$ cat src/rtl/ddr_global_pkg.sv
// rtl/ddr_global_pkg.sv - shared DDR PHY types; prog delay cell config layout and sequencer states
package ddr_global_pkg;

  localparam int DDR_PROG_DLY_SE_CTRL_W   = 6;
  localparam int DDR_PROG_DLY_SE_GEAR_W   = 2;
  localparam int DDR_PROG_DLY_SE_CTRL_OFS = 0;
  localparam int DDR_PROG_DLY_SE_EN_OFS   = DDR_PROG_DLY_SE_CTRL_W;
  localparam int DDR_PROG_DLY_SE_GEAR_OFS = DDR_PROG_DLY_SE_CTRL_W + 1;
  localparam int DDR_PROG_DLY_SE_PWIDTH   = DDR_PROG_DLY_SE_CTRL_W + 1 + DDR_PROG_DLY_SE_GEAR_W;

  typedef struct packed {
    logic [DDR_PROG_DLY_SE_GEAR_W-1:0] gear;
    logic                              en;
    logic [DDR_PROG_DLY_SE_CTRL_W-1:0] ctrl;
  } prog_dly_cfg_t;

  typedef enum logic [2:0] {
    SEQ_IDLE,
    SEQ_STEP,
    SEQ_DIS,
    SEQ_LOAD,
    SEQ_ENA,
    SEQ_DONE
  } prog_dly_seq_state_t;

endpackage

$ cat src/rtl/ddr_prog_dly_seq_wait_cnt.sv
// rtl/ddr_prog_dly_seq_wait_cnt.sv - loadable settle down-counter; done while the count is zero
module ddr_prog_dly_seq_wait_cnt #(
  parameter int W = 4
) (
  input  logic         i_clk,
  input  logic         i_rst,
  input  logic         i_load,
  input  logic [W-1:0] i_load_val,
  output logic         o_done
);

  logic [W-1:0] cnt_q, cnt_d;

  always_comb begin
    cnt_d = cnt_q;
    if (i_load) begin
      cnt_d = i_load_val;
    end else if (cnt_q != '0) begin
      cnt_d = cnt_q - W'(1);
    end
  end

  always_ff @(posedge i_clk) begin
    if (i_rst) begin
      cnt_q <= '0;
    end else begin
      cnt_q <= cnt_d;
    end
  end

  assign o_done = (cnt_q == '0);

endmodule

$ cat src/rtl/ddr_prog_dly_se_cfg_seq.sv
// rtl/ddr_prog_dly_se_cfg_seq.sv - glitch-safe config sequencer for the single-ended prog delay cell
// Optional bypass path: DDR_PROG_DLY_SE_CFG_SEQ_BYPASS_EN
module ddr_prog_dly_se_cfg_seq
  import ddr_global_pkg::*;
#(
  parameter int CTRL_W     = DDR_PROG_DLY_SE_CTRL_W,
  parameter int GEAR_W     = DDR_PROG_DLY_SE_GEAR_W,
  parameter int PWIDTH     = DDR_PROG_DLY_SE_PWIDTH,
  parameter int STEP_DLY_W = 4
) (
  input  logic                  i_clk,
  input  logic                  i_rst,
  input  logic                  i_req,
  input  logic [CTRL_W-1:0]     i_tgt_ctrl,
  input  logic                  i_tgt_en,
  input  logic [GEAR_W-1:0]     i_tgt_gear,
  input  logic [STEP_DLY_W-1:0] i_step_dly,
`ifdef DDR_PROG_DLY_SE_CFG_SEQ_BYPASS_EN
  input  logic                  i_bypass,
`endif
  output logic                  o_busy,
  output logic                  o_ack,
  output logic [PWIDTH-1:0]     o_prog_dly_cfg
);

  prog_dly_seq_state_t state_q, state_d;

  logic [CTRL_W-1:0]     cur_ctrl_q, cur_ctrl_d, tgt_ctrl_q, tgt_ctrl_d;
  logic                  cur_en_q, cur_en_d, tgt_en_q, tgt_en_d;
  logic [GEAR_W-1:0]     cur_gear_q, cur_gear_d, tgt_gear_q, tgt_gear_d;
  logic [STEP_DLY_W-1:0] dly_q, dly_d;
  logic                  busy_q, busy_d, ack_q, ack_d;
  logic                  cnt_load, cnt_done;
  logic [CTRL_W-1:0]     ctrl_step;

  // Target is never passed, so a single LSB move toward it cannot wrap.
  assign ctrl_step = (cur_ctrl_q < tgt_ctrl_q) ? cur_ctrl_q + CTRL_W'(1)
                                               : cur_ctrl_q - CTRL_W'(1);

  ddr_prog_dly_seq_wait_cnt #(.W(STEP_DLY_W)) u_wait_cnt (
    .i_clk      (i_clk),
    .i_rst      (i_rst),
    .i_load     (cnt_load),
    .i_load_val (dly_q),
    .o_done     (cnt_done)
  );

  always_comb begin
    state_d    = state_q;
    cur_ctrl_d = cur_ctrl_q;
    cur_en_d   = cur_en_q;
    cur_gear_d = cur_gear_q;
    tgt_ctrl_d = tgt_ctrl_q;
    tgt_en_d   = tgt_en_q;
    tgt_gear_d = tgt_gear_q;
    dly_d      = dly_q;
    busy_d     = busy_q;
    ack_d      = ack_q;
    cnt_load   = 1'b0;

    case (state_q)
      SEQ_IDLE: begin
        if (i_req) begin
          tgt_ctrl_d = i_tgt_ctrl;
          tgt_en_d   = i_tgt_en;
          tgt_gear_d = i_tgt_gear;
          dly_d      = i_step_dly;
          busy_d     = 1'b1;
          if (i_tgt_ctrl == cur_ctrl_q && i_tgt_en == cur_en_q && i_tgt_gear == cur_gear_q) begin
            state_d = SEQ_DONE;
          end else if (cur_en_q && i_tgt_en && i_tgt_gear == cur_gear_q) begin
            state_d = SEQ_STEP;
          end else if (cur_en_q) begin
            state_d = SEQ_DIS;
          end else begin
            state_d = SEQ_LOAD;
          end
        end
      end
      SEQ_STEP: begin
        if (cnt_done) begin
          cur_ctrl_d = ctrl_step;
          cnt_load   = 1'b1;
          if (ctrl_step == tgt_ctrl_q) begin
            state_d = SEQ_DONE;
          end
        end
      end
      SEQ_DIS: begin
        if (cnt_done) begin
          cur_en_d = 1'b0;
          cnt_load = 1'b1;
          state_d  = SEQ_LOAD;
        end
      end
      SEQ_LOAD: begin
        if (cnt_done) begin
          cur_ctrl_d = tgt_ctrl_q;
          cur_gear_d = tgt_gear_q;
          cnt_load   = 1'b1;
          state_d    = tgt_en_q ? SEQ_ENA : SEQ_DONE;
        end
      end
      SEQ_ENA: begin
        if (cnt_done) begin
          cur_en_d = 1'b1;
          cnt_load = 1'b1;
          state_d  = SEQ_DONE;
        end
      end
      SEQ_DONE: begin
        // The last action's settle hold runs here before ack is raised.
        if (!ack_q) begin
          if (cnt_done) begin
            ack_d = 1'b1;
          end
        end else if (!i_req) begin
          ack_d   = 1'b0;
          busy_d  = 1'b0;
          state_d = SEQ_IDLE;
        end
      end
      default: begin
        state_d = SEQ_IDLE;
      end
    endcase

`ifdef DDR_PROG_DLY_SE_CFG_SEQ_BYPASS_EN
    if (i_bypass) begin
      state_d    = SEQ_IDLE;
      busy_d     = 1'b0;
      ack_d      = 1'b0;
      cnt_load   = 1'b0;
      cur_ctrl_d = i_tgt_ctrl;
      cur_en_d   = i_tgt_en;
      cur_gear_d = i_tgt_gear;
    end
`endif
  end

  always_ff @(posedge i_clk) begin
    if (i_rst) begin
      state_q    <= SEQ_IDLE;
      cur_ctrl_q <= '0;
      cur_en_q   <= 1'b0;
      cur_gear_q <= '0;
      tgt_ctrl_q <= '0;
      tgt_en_q   <= 1'b0;
      tgt_gear_q <= '0;
      dly_q      <= '0;
      busy_q     <= 1'b0;
      ack_q      <= 1'b0;
    end else begin
      state_q    <= state_d;
      cur_ctrl_q <= cur_ctrl_d;
      cur_en_q   <= cur_en_d;
      cur_gear_q <= cur_gear_d;
      tgt_ctrl_q <= tgt_ctrl_d;
      tgt_en_q   <= tgt_en_d;
      tgt_gear_q <= tgt_gear_d;
      dly_q      <= dly_d;
      busy_q     <= busy_d;
      ack_q      <= ack_d;
    end
  end

  assign o_busy         = busy_q;
  assign o_ack          = ack_q;
  assign o_prog_dly_cfg = {cur_gear_q, cur_en_q, cur_ctrl_q};

endmodule

$ cat config.mk
export PLATFORM = sky130hd
export DESIGN_NAME = ddr_prog_dly_se_cfg_seq
export DESIGN_NICKNAME = d
export VERILOG_FILES = /design/src/rtl/ddr_global_pkg.sv /design/src/rtl/ddr_prog_dly_seq_wait_cnt.sv /design/src/rtl/ddr_prog_dly_se_cfg_seq.sv
export SDC_FILE = /design/constraint.sdc
export NUM_CORES = 1
export LEC_CHECK = 0
export CAP_MARGIN = 10
export CORE_UTILIZATION = 30
export CTS_CLUSTER_DIAMETER = 50
export DETAILED_ROUTE_END_ITERATION = 10
export DONT_BUFFER_PORTS = 1
export PLACE_DENSITY = 0.48
export SLEW_MARGIN = 20
export SYNTH_ARGS = -nofsm -noshare
export SYNTH_HDL_FRONTEND = slang
export SYNTH_SLANG_ARGS = --single-unit
$ cat constraint.sdc
create_clock -name i_clk -period 4.4 [get_ports i_clk]
set_input_delay 0.88 -clock i_clk [delete_from_list [all_inputs] [get_ports i_clk]]
set_output_delay 0.88 -clock i_clk [all_outputs]
set_load 0.05 [all_outputs]
==> qor.txt <==
CP Depth - 15
Crit-path leading delay family - compound AO/OA/AOI/OAI gates
Clock Skew - 0.00749 ns
Initial core utilization - 0.320
Die area - 0.00682 sq mm
Residual DRC - 0
Leakage - 0.824 nW
Worst Path Arrival - 3.82 ns
EDFF count, synth - 0
Psw - 1.01 mW
Worst Setup Path Type - reg2reg
Drt pass-1 iters - 4
RSZ-0062 raised after global routing - false
Placed cell count - 318
Num Clock Sinks - 31
Peak Freq - 278 MHz
Antenna diodes - 0
Area share of the largest cell type after synthesis - 0.319
Final hold slack - 0.450 ns
Slew Limit Fails - 0
Largest area contributor in the netlist - dfxtp_1
Boundary Pins - 27
Register-to-register setup slack - 0.80 ns
Placed instance area - 0.00203 sq mm
Core area - 0.00610 sq mm
Filler cells - 677
Buffers and inverters on the worst path - 3
Slew at the pin closest to its max-slew limit - 0.684 ns
Die Width - 82.6 um
Most common cell after layout, fill and taps aside - nand2_1
Vias in the first global route - 1471
Power density over the cells - 983 mW/mm^2
Initial antenna violation count - 0
Crit. Startpoint - cur_ctrl_q[0]
Max_cap viols - 0
Crit start category - flip-flop
Worst r2r dst - state_q[0]
Wire length per cell - 14.5 um
Vias per cell - 5.06
Resize count post-CTS - 0
Gpl congestion - 0.771
Gate power share - 0.654
GRT overflow - 0
Synth warn - 0
Prevailing post-synth register cell - dfxtp_1
Total CTS buffers - 5
Mapped Nets - 280
First-pass GRT wire length - 7.31 mm
Setup Buffers After CTS - 0
Largest net degree at the start of global routing - 33
Crit path capture - state_q[0]
Worst Setup End Kind - flip-flop
Cell area after layout - 0.00212 sq mm
Distinct cell type count after synthesis - 46
Tcrit/Tclk final - 0.819
Worst path cell trace - inv_1 -> ha_1 -> nor2b_1 -> o31ai_1 -> a21oi_1 -> or2_2 -> inv_1 -> fa_1 -> inv_1 -> a21o_1 -> a21oi_1 -> xnor3_1 -> or3_1 -> o21ai_1 -> mux2i_1
Clock buffer depth - 2
Post-route insts no fill - 325
Tightest Hold Check Type - reg2reg
Layout cells sized above 1 - 0.0760
Cell Area, Synth - 0.00195 sq mm
Worst r2r src - cur_ctrl_q[0]
I/O Buffers - 0
Final hold violations - 0
Clock Latency Late Sink - 0.28 ns
Slowest stage delay, CP - 0.53 ns
Post-DP HPWL - 3.49 mm
Clock power frac - 0.109
Register share of total power - 0.238
Slew headroom - 0.541
Die Ht - 82.6 um
Post-layout power - 2.08 mW
CTS Root Cell - clkbuf_8
WP data required - 4.61 ns
Final Setup Violations - 0
Maximum net fanout on the critical path - 6
Status - finished, final reports clean
CTS Hold Buffers Added - 0
Seq/Total Area, Yosys - 0.319
Row cnt - 28
Critical path's slowest cell - dfxtp_1
Seq cells post-synth - 31
Top cells by area, synth - dfxtp_1 32%, a21oi_1 9.8%, nand2_1 7.9%, ha_1 7.7%, xor2_1 4.5%
All-Layer GR Usage - 0.148
Area growth from synthesis to layout - 8.67%
Post-Synthesis Cells - 251
Clock transition at path regs - 0.07 ns
Async S/R FF share, synth - 0
DRT Wirelength - 4.70 mm
Vias - 1645
CP dominant cell by count - inv_1
Tmin final - 3.60 ns
Reg2Reg Depth - 15
Commonest cells after routing, fill and taps aside - 41 x nand2_1, 38 x a21oi_1, 31 x dfxtp_1, 21 x nor2_1, 13 x inv_1
DRC violation total after the first TritonRoute iteration - 99
Internal - 1.07 mW
H-tree levels - 2
Switch share - 0.485
Max IR drop VDD - 0.358 mV
Avg Inst Size Synth - 7.76 sq um
CTS tree - yes
Antenna Nets Post-Route - 0
Final TNS setup - 0 ns
Final Net Count - 279
[flip-flops by register name, summed over array words and instances (netlist names)]
| register | cells |
|---|---|
| state_q | 3 |
| o_ack | 1 |
| u_wait_cnt.cnt_q | 4 |
| tgt_ctrl_q | 6 |
| tgt_gear_q | 2 |
| cur_gear_q | 2 |
| cur_en_q | 1 |
| cur_ctrl_q | 6 |
| o_busy | 1 |
| tgt_en_q | 1 |
| dly_q | 4 |
[area by class of cell]
type | count | area (sq um) | area share
repair buffers | 5 | 37.5 | 0.0177
flip-flops and latches | 31 | 621 | 0.293
clock inverters | 1 | 5.00 | 0.00236
well taps | 75 | 93.8 | 0.0443
clock buffers | 6 | 82.6 | 0.0390
multi-input cells | 194 | 1230 | 0.580
inverters | 13 | 48.8 | 0.0230
[cell families after synthesis]
kind of cell | synth area share
flip-flops | 0.319
AO/OA/AOI/OAI | 0.216
buffers and inverters | 0.0539
XOR/XNOR | 0.0995
multiplexers | 0.00514
adder cells (fa/ha/maj) | 0.0873
AND/OR/NAND/NOR | 0.220
[through the flow]
step / setup WS, ns / utilization
6_report: 0.798 / 0.347
5_1_grt: 0.535 / 0.347
4_1_cts: 0.781 / 0.347
3_5_place_dp: 0.814 / 0.333
3_3_place_gp: 0.869 / 0.333
2_1_floorplan: 0.888 / -
[Yosys cell counts (2+ instances only)]
cell,count
clkbuf_1,9
xor2_1,10
nand2b_1,3
xnor2_1,7
ha_1,12
nor2b_1,5
nor2_1,21
a21o_1,4
inv_1,13
nand2_1,41
o221ai_1,3
nor3_1,4
xnor3_1,2
buf_2,3
a21oi_1,38
nand3_1,4
o21ai_0,9
dfxtp_1,31
a31oi_1,3
a221oi_1,2
o21ai_1,2
[worst min-delay path by stage]
stage	startpoint	to	depth (start not counted)
final	dly_q[1]	dly_q[1]	2
after global routing	tgt_en_q	tgt_en_q	2
after detailed placement	tgt_en_q	tgt_en_q	2
after global placement	tgt_en_q	tgt_en_q	2
after floorplan	tgt_ctrl_q[2]	tgt_ctrl_q[2]	2
after CTS	tgt_en_q	tgt_en_q	2
[worst register-to-register path: stages, from the launching register on]
cell and delay (ns):
dfxtp_1 0.53, inv_1 0.21, ha_1 0.18, nor2b_1 0.05
o31ai_1 0.39, a21oi_1 0.11, or2_2 0.35, inv_1 0.09
fa_1 0.21, inv_1 0.05, a21o_1 0.17, a21oi_1 0.23
xnor3_1 0.24, or3_1 0.37, o21ai_1 0.18, mux2i_1 0.18
[routing by layer]
| metal | routed length, um | vias up | GRT usage |
|---|---|---|---|
| li1 | - | 858 | - |
| met1 | 2290 | 749 | 0.192 |
| met2 | 2110 | 36 | 0.243 |
| met3 | 260 | 2 | 0.0352 |
| met4 | 33 | 0 | 0.0414 |
| met5 | 0 | - | 0 |
[power by group through the flow]
stage / sequential (mW) / clock, mW / combinational [mW]
after global placement: 0.502 / 0 / 1.36
after floorplan: 0.528 / 0 / 1.08
after CTS: 0.494 / 0.237 / 1.36
after detailed placement: 0.501 / 0 / 1.36
final: 0.494 / 0.227 / 1.36
after global routing: 0.509 / 0.247 / 1.51
Power figures use the tool's default switching activity.
